$ cat src/rtl/mult_pkg.sv
// Shared types and defaults for the sequential shift-add multiplier controller.
package mult_pkg;

    localparam int DEFAULT_WIDTH = 8;

    typedef enum logic [1:0] {
        IDLE = 2'd0,
        RUN  = 2'd1,
        DONE = 2'd2
    } state_t;

endpackage

$ cat src/rtl/pp_add_row.sv
// One partial-product row: adds the multiplicand, gated by a multiplier bit,
// to the running sum. Output is {carry, sum}. Purely combinational.
module pp_add_row
    import mult_pkg::*;
#(
    parameter int WIDTH = DEFAULT_WIDTH
) (
    input  logic [WIDTH-1:0] i_sum,
    input  logic [WIDTH-1:0] i_mcand,
    input  logic             i_bit,
    output logic [WIDTH:0]   o_row
);

    logic [WIDTH-1:0] w_pp;

    assign w_pp  = i_mcand & {WIDTH{i_bit}};
    assign o_row = {1'b0, i_sum} + {1'b0, w_pp};

endmodule

$ cat src/rtl/seq_mult_ctrl.sv
// Sequential unsigned multiplier: one shift-add step per RUN cycle, WIDTH steps,
// result held in DONE until the consumer handshakes. abort cancels RUN or DONE.
module seq_mult_ctrl
    import mult_pkg::*;
#(
    parameter int WIDTH = DEFAULT_WIDTH
) (
    input  logic               clk,
    input  logic               rst_n,
    input  logic               start_valid,
    output logic               start_ready,
    input  logic [WIDTH-1:0]   a,
    input  logic [WIDTH-1:0]   b,
    input  logic               abort,
    output logic [2*WIDTH-1:0] product,
    output logic               done_valid,
    input  logic               done_ready,
    output logic               busy
);

    localparam int               CNT_W = $clog2(WIDTH);
    localparam logic [CNT_W-1:0] LAST  = CNT_W'(WIDTH - 1);

    state_t               r_state;
    state_t               w_next;
    logic [2*WIDTH-1:0]   r_acc;
    logic [WIDTH-1:0]     r_mcand;
    logic [CNT_W-1:0]     r_cnt;
    logic [WIDTH:0]       w_row;
    logic                 w_accept;
    logic                 w_step;

    assign w_accept = start_valid && (r_state == IDLE);
    assign w_step   = (r_state == RUN) && !abort;

    pp_add_row #(.WIDTH(WIDTH)) u_row (
        .i_sum   (r_acc[2*WIDTH-1:WIDTH]),
        .i_mcand (r_mcand),
        .i_bit   (r_acc[0]),
        .o_row   (w_row)
    );

    always_ff @(posedge clk or negedge rst_n) begin
        if (!rst_n) begin
            r_state <= IDLE;
        end else begin
            r_state <= w_next;
        end
    end

    always_comb begin
        w_next = r_state;
        case (r_state)
            IDLE: if (start_valid)               w_next = RUN;
            RUN:  if (abort)                     w_next = IDLE;
                  else if (r_cnt == LAST)        w_next = DONE;
            DONE: if (abort || done_ready)       w_next = IDLE;
            default:                             w_next = IDLE;
        endcase
    end

    always_comb begin
        start_ready = 1'b0;
        busy        = 1'b1;
        done_valid  = 1'b0;
        case (r_state)
            IDLE: begin
                start_ready = 1'b1;
                busy        = 1'b0;
            end
            DONE:    done_valid = 1'b1;
            default: ;
        endcase
    end

    // The accumulator is {hi, lo}; after each right shift the top bit is always
    // zero, so only 2*WIDTH bits are stored and {carry, sum} lands directly in hi.
    always_ff @(posedge clk or negedge rst_n) begin
        if (!rst_n) begin
            r_acc   <= '0;
            r_mcand <= '0;
            r_cnt   <= '0;
        end else if (w_accept) begin
            r_mcand <= a;
            r_acc   <= {{WIDTH{1'b0}}, b};
            r_cnt   <= '0;
        end else if (w_step) begin
            r_acc   <= {w_row, r_acc[WIDTH-1:1]};
            r_cnt   <= r_cnt + 1'b1;
        end
    end

    assign product = r_acc;

endmodule

$ cat config.mk
export PLATFORM = sky130hd
export DESIGN_NAME = seq_mult_ctrl
export DESIGN_NICKNAME = d
export VERILOG_FILES = /design/src/rtl/mult_pkg.sv /design/src/rtl/pp_add_row.sv /design/src/rtl/seq_mult_ctrl.sv
export SDC_FILE = /design/constraint.sdc
export NUM_CORES = 1
export LEC_CHECK = 0
export CORE_MARGIN = 5
export CORE_UTILIZATION = 30
export CTS_CLUSTER_DIAMETER = 200
export DETAILED_ROUTE_END_ITERATION = 10
export PLACE_DENSITY_LB_ADDON = 0.2
export SYNTH_ARGS = -nofsm -noshare
export SYNTH_HDL_FRONTEND = slang
export SYNTH_HIERARCHICAL = 1
export SYNTH_SLANG_ARGS = --single-unit
export TNS_END_PERCENT = 1
$ cat constraint.sdc
create_clock -name clk -period 4.3 [get_ports clk]
set_clock_uncertainty 0.1 [all_clocks]
set_input_delay 1.075 -clock clk [delete_from_list [all_inputs] [get_ports clk]]
set_output_delay 1.075 -clock clk [all_outputs]
set_load 0.05 [all_outputs]
==> out/qor.csv <==
stage,metric,value,unit
pwr,Comb power frac,0.416,
drt,WL met1,1780,µm
setup_path,CP Data Required Time,3120,ps
clocking,hold_buf cts,0,
timing,crit share post-route,0.708,
final_layout,filler cell count in the final layout,517,
synthesis,Avg Inst Size Synth,9.13,µm²
grt,first-pass GRT wire length,6530,µm
pwr,clock share of power,0.269,
clocking,Num CTS Buffers,5,
timing,Pins Over Slew Limit,0,
grt,gr usage total,0.116,
final_layout,layout overhead on the synthesized area,35.5,%
synthesis,Synth Instances,178,
clocking,clk buf depth,2,
setup_path,WP data arrival,1870,ps
synthesis,YS warnings,6,
timing,Slew Limit Headroom,0.635,
hold_path,Hold Crit Class,flip-flop to flip-flop,
synthesis,Yosys cell types,34,
final_layout,layout net count,251,
final_layout,n_diodes,0,
drt,DR vias,1361,
setup_path,worst setup path category,flip-flop to output pin,
clocking,Clock transition at path regs,60,ps
clocking,Clock Sinks,29,
clocking,H-tree depth,2,
flow_run,max cap viols,0,
setup_path,largest fanout on the critical path,7,
timing,Slew @ Worst Pin,548,ps
setup_path,Startpoint Class,flip-flop,
timing,RSZ-0062 raised after global routing,no,
drt,met3 WL,233,µm
setup_path,Setup crit end kind,output pin,
floorplan,Chip Height,83.6,µm
pwr,Max rail drop VDD,0.179,mV
timing,final setup TNS,0,ps
timing,Final Setup Violations,0,
timing,setup ws final,1260,ps
floorplan,die span in x,83.6,µm
final_layout,layout cells sized above 1,0.0727,
synthesis,register area share after synthesis,0.446,
pwr,Flop pwr share,0.315,
drt,1st-iter DRT viols,70,
synthesis,synthesized area,1630,µm²
drt,drt pass-1 iters,4,
pwr,sw frac,0.386,
place,hpwl dp,2850,µm
place,Port Buf Inserts,39,
clocking,Post-CTS Setup Bufs,0,
pwr,power per cell area,571,nW/µm²
grt,initial antenna violation count,0,
drt,Residual DRC,0,
timing,Fmax,328,MHz
synthesis,Synth Register Bits,29,
pwr,switching pwr,485,µW
drt,met2 wire length,1870,µm
outcome,run status,"finished, final reports clean",
drt,DR vias/cell,4.69,
floorplan,Rows,26,
final_layout,Util after Layout,0.426,
place,setup slack after placement,1530,ps
timing,Period minus WS final,3040,ps
drt,Max Used Layer,met4,
pwr,internal power,773,µW
floorplan,Starting Density,0.314,
drt,routed len/inst,13.5,µm
grt,number of global-route vias before repair,1350,
clocking,post-cts resize count,0,
clocking,clk root buf,clkbuf_8,
drt,drt total wl,3900,µm
grt,largest net degree at the start of global routing,30,
pwr,Pleak,0.00103,µW
grt,total grt overflow,0,
floorplan,Core Region,5170,µm²
synthesis,Syn Nets,210,
pwr,total chip power,1260,µW
place,GP Congestion,0.803,
clocking,Clock Latency Late Sink,280,ps
timing,final hold violation count,0,
floorplan,Die ar.,6990,µm²
clocking,CTS tree,yes,
drt,Antenna Nets Post-Route,0,
floorplan,IO Pins,40,
[final timing paths]
path,from,endpoint,slack [ps],cells past startpoint
min reg2reg,r_mcand[6],r_mcand[6],380,2
max in group asynchronous,rst_n,r_state[1],2750,2
max,r_state[0],start_ready,1260,3
min in group asynchronous,rst_n,product[3],1080,2
min,r_mcand[6],r_mcand[6],380,2
max reg2reg,product[0],product[13],2050,8
[cell families after synthesis]
| family | count (synthesis) | share of synthesized area |
|---|---|---|
| AND/OR/NAND/NOR | 80 | 0.230 |
| AO/OA/AOI/OAI | 40 | 0.156 |
| flip-flops | 29 | 0.446 |
| buffers and inverters | 12 | 0.0446 |
| adder cells (fa/ha/maj) | 11 | 0.0893 |
| XOR/XNOR | 5 | 0.0269 |
| multiplexers | 1 | 0.00616 |
[layout make-up]
cell class                      count  area [µm²]  area share
Clock inverter                      3        65.1      0.0295
Clock buffer                        5        68.8      0.0313
Sequential cell                    29         726       0.330
Inverter                            4        15.0     0.00682
Multi-Input combinational cell    137         827       0.376
Tap cell                           70        87.6      0.0398
Timing Repair Buffer               42         413       0.188
[power groups by stage]
stage	sequential (µW)	clock, µW	combinational (µW)
6_report	396	339	523
3_5_place_dp	401	0	526
5_1_grt	406	360	570
2_1_floorplan	526	0	235
4_1_cts	396	347	529
3_3_place_gp	401	0	524
[cell usage after synthesis]
cell type / instances / area [µm²]
and2b_1: 1 / 7.51
buf_4: 2 / 15.0
or2_2: 1 / 6.26
nor4_1: 1 / 6.26
nor2_1: 10 / 37.5
o21ai_0: 1 / 5.00
or3b_1: 2 / 17.5
a221oi_1: 1 / 8.76
o22ai_1: 1 / 6.26
o21ai_2: 1 / 8.76
nor3b_2: 2 / 25.0
nand2_1: 46 / 173
nand3_1: 2 / 10.0
inv_1: 3 / 11.3
fa_1: 1 / 20.0
xnor2_1: 3 / 26.3
a22o_1: 5 / 43.8
nor2b_1: 2 / 12.5
ha_1: 10 / 125
nand3b_1: 1 / 7.51
mux2i_1: 1 / 10.0
nand2b_1: 1 / 6.26
a21oi_1: 23 / 115
dfrtp_1: 29 / 726
a311o_1: 2 / 20.0
buf_2: 4 / 20.0
and2_1: 8 / 50.1
a21o_1: 4 / 30.0
o21bai_1: 1 / 7.51
a2111oi_0: 1 / 8.76
buf_6: 2 / 22.5
xor2_1: 2 / 17.5
nor3_1: 3 / 15.0
inv_2: 1 / 3.75
[worst max-delay path, cell delays in order (launching register included)]
cell	delay, ps
dfrtp_1	430
or2_2	320
inv_1	50
clkdlybuf4s50_1	790
[cell usage in the layout, fill, tap and decap left out, types with 2 or more instances in the layout]
cell type,Yosys,routed
a21o_1,4,4
a21oi_1,23,23
a22o_1,5,5
a311o_1,2,2
and2_1,8,8
buf_4,2,3
bufinv_16,0,2
clkbuf_8,0,5
clkdlybuf4s50_1,0,39
dfrtp_1,29,29
ha_1,10,10
inv_1,3,3
nand2_1,46,46
nand3_1,2,2
nor2_1,10,10
nor2b_1,2,2
nor3_1,3,3
nor3b_2,2,2
or3b_1,2,2
xnor2_1,3,3
xor2_1,2,2
[stage by stage]
step	cell area [µm²]	hold WS [ps]	std cells
finish	2200	375	290
global route	2200	396	290
CTS	2200	378	290
detailed placement	2070	362	282
global placement	2070	352	282
floorplan	1630	337	178
[state kept, by name, summed over array words and instances (netlist names)]
name     count
product     16
r_cnt        3
r_mcand      8
r_state      2
[layer usage]
metal | track usage | vias to the layer above
met5 | 0 | -
met4 | 0.0395 | 0
met3 | 0.0365 | 2
met2 | 0.179 | 40
met1 | 0.154 | 631
li1 | - | 688
Note: power is estimated with default switching activity, not from simulation.
